<file path="config.mk">
export PLATFORM = sky130hd
export DESIGN_NAME = if_id_queue
export DESIGN_NICKNAME = d
export VERILOG_FILES = /design/src/rtl/if_id_queue.sv
export SDC_FILE = /design/constraint.sdc
export NUM_CORES = 1
export LEC_CHECK = 0
export BUFFER_PORTS_ARGS = -buffer_cell sky130_fd_sc_hd__buf_2
export CAP_MARGIN = 10
export CORE_MARGIN = 1.5
export CORE_UTILIZATION = 40
export CTS_CLUSTER_DIAMETER = 200
export CTS_CLUSTER_SIZE = 16
export DETAILED_ROUTE_END_ITERATION = 8
export MAX_ROUTING_LAYER = met4
export PLACE_DENSITY = 0.57
export SETUP_SLACK_MARGIN = 0.5
export SLEW_MARGIN = 20
export SYNTH_ARGS = -nofsm -noshare
export SYNTH_HDL_FRONTEND = slang
export SYNTH_SLANG_ARGS = --single-unit
</file>
<file path="constraint.sdc">
create_clock -name clk -period 18.86 [get_ports clk]
set_input_delay 0.943 -clock clk [delete_from_list [all_inputs] [get_ports clk]]
set_output_delay 0.943 -clock clk [all_outputs]
set_load 0.05 [all_outputs]
</file>
<file path="src/rtl/if_id_queue.sv">
// if_id_queue: show-ahead circular fetch buffer between IF and ID; a redirect flushes it.
module if_id_queue #(
  parameter int ADDR_W = 32,
  parameter int INST_W = 32,
  parameter int DEPTH  = 4,
  parameter int CNT_W  = 3
) (
  input  logic              clk,
  input  logic              rst,
  input  logic              flush,
  input  logic              stall_id,
  input  logic              if_valid,
  input  logic [ADDR_W-1:0] if_pc,
  input  logic [INST_W-1:0] if_inst,
  output logic              if_ready,
  output logic              id_valid,
  output logic [ADDR_W-1:0] id_pc,
  output logic [INST_W-1:0] id_inst,
  output logic [CNT_W-1:0]  count
);
  localparam int PW = $clog2(DEPTH);
  logic [ADDR_W-1:0] pc_mem_q [DEPTH];
  logic [INST_W-1:0] inst_mem_q [DEPTH];
  logic [PW-1:0] wp_q, wp_d, rp_q, rp_d;
  logic [CNT_W-1:0] count_q, count_d;
  logic push, pop;
  always_comb begin
    if_ready = count_q != CNT_W'(DEPTH);
    id_valid = count_q != '0;
    id_pc    = id_valid ? pc_mem_q[rp_q] : '0;
    id_inst  = id_valid ? inst_mem_q[rp_q] : '0;
    push     = if_valid & if_ready & ~flush;
    pop      = id_valid & ~stall_id & ~flush;
    wp_d     = flush ? '0 : wp_q + PW'(push);
    rp_d     = flush ? '0 : rp_q + PW'(pop);
    count_d  = flush ? '0 : count_q + CNT_W'(push) - CNT_W'(pop);
    count    = count_q;
  end
  always_ff @(posedge clk) begin
    if (rst) begin
      wp_q    <= '0;
      rp_q    <= '0;
      count_q <= '0;
    end else begin
      wp_q    <= wp_d;
      rp_q    <= rp_d;
      count_q <= count_d;
    end
  end
  // Storage is never cleared; only pointers and count define which entries are live.
  always_ff @(posedge clk) begin
    if (push) begin
      pc_mem_q[wp_q]   <= if_pc;
      inst_mem_q[wp_q] <= if_inst;
    end
  end
endmodule

</file>
### After elaboration in Yosys (flattened, before gate mapping)

Memory sizes are Yosys's and may differ from the RTL's. A register that Yosys moved wholly into a read port is not among the register bits.
Cells that the tools add are included.

* bits in registers: 7
* RAM bits: 256
* bits of input ports: 69
* output and inout port bits: 69
* logic and storage cells: 24
* memories: 2

Memory list
* inst_mem_q: depth 4, bits a word 32, read ports 1, clocked after memory_dff 1, write ports 1, line 23 `logic [INST_W-1:0] inst_mem_q [DEPTH];`
* pc_mem_q: depth 4, bits a word 32, read ports 1, clocked after memory_dff 1, write ports 1, line 22 `logic [ADDR_W-1:0] pc_mem_q [DEPTH];`

* $add $sub $neg: 4
* eq/ne operators: 1
* muxes and demuxes: 6
* bitwise logic cells: 6
* reductions and logical operators: 2

Operators with widths (number)
* $mux W32: 2
* $add A2 B1 Y2: 2
* $and A1 B1 Y1: 4
* $mux W2: 2
* $add A3 B1 Y3: 1
* $ne A3 B3 Y1 const B: 1
* $reduce_bool A3 Y1: 1
* $sub A3 B1 Y3: 1
* $mux W1: 2
* $not A1 Y1: 2
* $reduce_or A2 Y1: 1

### Longest topological paths before layout

* depth in word-level cells: 5
* mapped depth: 8
* gate-level depth less buffers: 8

### Worst setup path before layout

Ideal clock, no wire load.

* kind: reg-to-reg
* from: reg count_q[1] (netlist: count[1])
* to: mem inst_mem_q[1][0] (enable)
* setup time: 0.578 ns
* arrival: 6.099 ns
* required time: 18.282 ns
* slack: 12.183 ns
* stages on the path, launching flop included: 4
* buffers on the path: 0
* period minus slack after synthesis: 6.677 ns
* path through: dfxtp_1 or3b_2 nand3b_1 nor3b_1

* longest elaborated chain between the ends: 5

RTL lines
* from (decl): line 25 `logic [CNT_W-1:0] count_q, count_d;`
* from (signal assigned): line 47 `count_q <= count_d;`
* $ne A3 B3 Y1: line 28 `if_ready = count_q != CNT_W'(DEPTH);`
* via if_ready: line 15 `output logic if_ready,`
* $and A1 B1 Y1 (2 in a row): line 32 `push = if_valid & if_ready & ~flush;`
* $mux W1: line 52 `if (push) begin`
* $mux W1 (implied by the code): line 54 `inst_mem_q[wp_q] <= if_inst;`
* to (decl): line 23

The timed path passes the listed nets, and every way through them passes these cells.

==> summary.md <==
| Metric | Value |
|---|---|
| Cells after Synth | 450 |
| Die ar. | 0.0262 mm^2 |
| Crit path cell chain | buf_4 > mux4_2 > and2_1 > buf_2 |
| Hold Path End | wp_q[1] |
| Buffer and inverter count on the worst path | 2 |
| Layout Nets | 666 |
| Main area contributors after synthesis | edfxtp_1, mux4_2, and2_1 |
| WHS | 0.614 ns |
| Setup ws final | 14.90 ns |
| Starting density of the core | 41.1% |
| TritonCTS Sinks | 263 |
| CTS clock-pin slew for the worst setup and hold paths | 0.07 ns |
| Crit share post-route | 21.0% |
| CTS tree | done |
| Syn_area_per_cell | 22.4 um^2 |
| YS warnings | 0 |
| Final setup violation count | 0 |
| Initial antenna violation count | 1 |
| Top fanout value on the critical path | 46 |
| CP Data Arrival Time | 3.01 ns |
| GRT overflow | 0 |
| CP top delay family | buffers and inverters |
| Boundary Pins | 138 |
| First-pass GRT wire length | 29900 um |
| CTS max path bufs | 3 |
| DPL Wire Length | 10800 um |
| Synth-to-Final Area Change | 15.9% |
| Largest net degree at the start of global routing | 67 |
| Sequential area share after synthesis | 77.6% |
| Post-CTS sizing | 0 |
| Die Height | 162 um |
| Max Clk Rate | 253 MHz |
| Vias in the first global route | 5252 |
| Min Tclk post-route | 3.96 ns |
| Share of layout cells above drive strength 1 | 39.3% |
| Total iterations of the first detailed-routing run | 4 |
| Row Count | 57 |
| Via count | 4672 |
| Starting DRT DRC Count | 194 |
| Core footprint | 0.0245 mm^2 |
| Setup TNS | 0 ns |
| Slowest CP cell | buf_4 |
| Setup CP Type | flop to output port |
| Cts bufs inserted | 20 |
| CTS hold repair buffers | 0 |
| Startpoint Class | flop |
| Reg2Reg Setup Slack | 16.04 ns |
| Post-Route Skew | 0.0156 ns |
| Unrepaired setup endpoints after global routing | no |
| Hold path depth | 2 |
| Synth unique cells | 26 |
| Routed Antenna Nets | 0 |
| Fill cell count | 2123 |
| Synth top area share | 76.2% |
| Number of max-cap violations | 0 |
| Syn_nets | 522 |
| Htree depth | 1 |
| Critical path capture point type | output port |
| R2R Path End | pc_mem_q[3][19] |
| Pwr Density | 94.8 mW/mm^2 |
| Per-cell routed wire length | 20.6 um |
| Skew-Pair Late Insertion Delay | 0.50 ns |
| HP Class | flop to flop |
| Final Max Slew Viols | 0 |
| Area of the multi-input gates | 0.00211 mm^2 |
| Dominant cell type by area after synthesis | edfxtp_1 |
| IO Port Bufs | 137 |
| Cell Area, Synth | 0.0101 mm^2 |
| DP Area | 0.0111 mm^2 |
| R2r startpoint | count[1] |
| Dpl ws | 15.31 ns |
| Fin. Hold Viols | 0 |
| Seq cells post-synth | 263 |
| Routed vias/inst | 5.00 |
| Design area | 0.0117 mm^2 |
| Number of setup buffers added after CTS | 0 |
| Final wirelength | 19200 um |
| Lkg Pwr | 3.95 nW |
| Reg2reg path depth | 4 |
| Max incr delay on CP | 0.83 ns |
| Clk root buf | clkbuf_16 |
| Critical Path RT | 17.92 ns |
| Total Routing Usage GR | 15.6% |
| Final core utilization | 47.7% |
| Routability Congestion | 0.684 |
| Die width | 162 um |
| # DRC | 0 |
| Status | finished, final reports clean |
| FF/Latch Area | 0.00784 mm^2 |
| Worst slew margin | 31.9% |
| Max VDD drop | 60.5 uV |
| Worst Max-Slew Pin Slew | 1.02 ns |
| Hold path start | wp_q[1] |
-- registers in the layout, indices dropped and copies added (netlist names) --
signal / flops
count: 3
pc_mem_q: 128
inst_mem_q: 128
rp_q: 2
wp_q: 2
-- cells by family after synthesis --
group,after synthesis,share of synthesized area [%]
xor+xnor,3,0.260
flops,263,77.6
fa+ha+maj,3,0.446
compound gates,3,0.211
mux,65,14.4
simple gates,88,5.36
buf+inv,25,1.75
-- report_power, final --
part / total [W] / leakage, nW / switching [W] / internal, W
Combinational: 0.0000580 / 1.28 / 0.0000386 / 0.0000194
Clock: 0.000398 / 0.281 / 0.000189 / 0.000209
Sequential: 0.000652 / 2.38 / 0.00000244 / 0.000650
Total: 0.00111 / 3.95 / 0.000230 / 0.000878
-- routing by layer --
metal	GRT usage, %	wire length, um
met4	4.67	504
met1	18.7	7820
met3	2.17	706
met5	-	0
met2	27.5	10200
-- cells in the final DEF (no fill, tap or decap), drive strengths merged, types with 2 or more instances in the layout --
master and count:
buf 144, inv 3, diode 2, and2 67, nor2 3, mux4 64
or3 2, dfxtp 7, nor3 5, clkbuf 35, ha 2, nand2 4
xnor2 3, nor3b 4, edfxtp 256
-- worst min-delay path, delay by kind of cell (launching register included) --
| family | cells | cell delay (ns) |
|---|---|---|
| simple gates | 1 | 0.05 |
| flops | 1 | 0.36 |
| xor+xnor | 1 | 0.16 |
-- synthesized netlist by cell type --
| cell | n |
|---|---|
| nor4_1 | 1 |
| buf_12 | 4 |
| nor3_2 | 1 |
| nand3b_1 | 1 |
| fa_1 | 1 |
| o21ai_0 | 1 |
| a2111oi_0 | 1 |
| clkbuf_1 | 11 |
| nor3_1 | 4 |
| ha_1 | 2 |
| inv_1 | 3 |
| mux2i_1 | 1 |
| or3b_2 | 1 |
| buf_4 | 1 |
| dfxtp_1 | 7 |
| nand2_1 | 4 |
| or3_1 | 2 |
| and2_1 | 67 |
| buf_2 | 5 |
| mux4_2 | 64 |
| a21boi_0 | 1 |
| xnor2_1 | 3 |
| buf_6 | 1 |
| nor3b_1 | 4 |
| nor2_1 | 3 |
| edfxtp_1 | 256 |
-- area by class of cell --
class | count | share of cell area, %
inverters | 3 | 0.107
multi-input cells | 162 | 18.0
repair buffers | 144 | 6.31
diodes | 2 | 0.0428
clock inverters | 1 | 0.0963
clock buffers | 35 | 4.94
flip-flops and latches | 263 | 67.0
well taps | 324 | 3.47
-- per-stage QoR --
| stage | total power (W) | std cells |
|---|---|---|
| 6_report | 0.00111 | 934 |
| 5_1_grt | 0.00115 | 933 |
| 4_1_cts | 0.00112 | 932 |
| 3_5_place_dp | 0.000725 | 896 |
| 3_3_place_gp | 0.000722 | 896 |
| 2_1_floorplan | 0.000702 | 450 |
-- how the worst max path moves through the flow --
stage             start                to  cells after the start
3_3_place_gp    rp_q[0]       id_inst[26]                      4
2_1_floorplan  count[1]  inst_mem_q[1][0]                      3
5_1_grt         rp_q[0]        id_inst[3]                      4
4_1_cts         rp_q[0]         id_pc[25]                      4
6_report        rp_q[0]          id_pc[2]                      4
3_5_place_dp    rp_q[0]       id_inst[26]                      4
(Power assumes the default switching activity.)
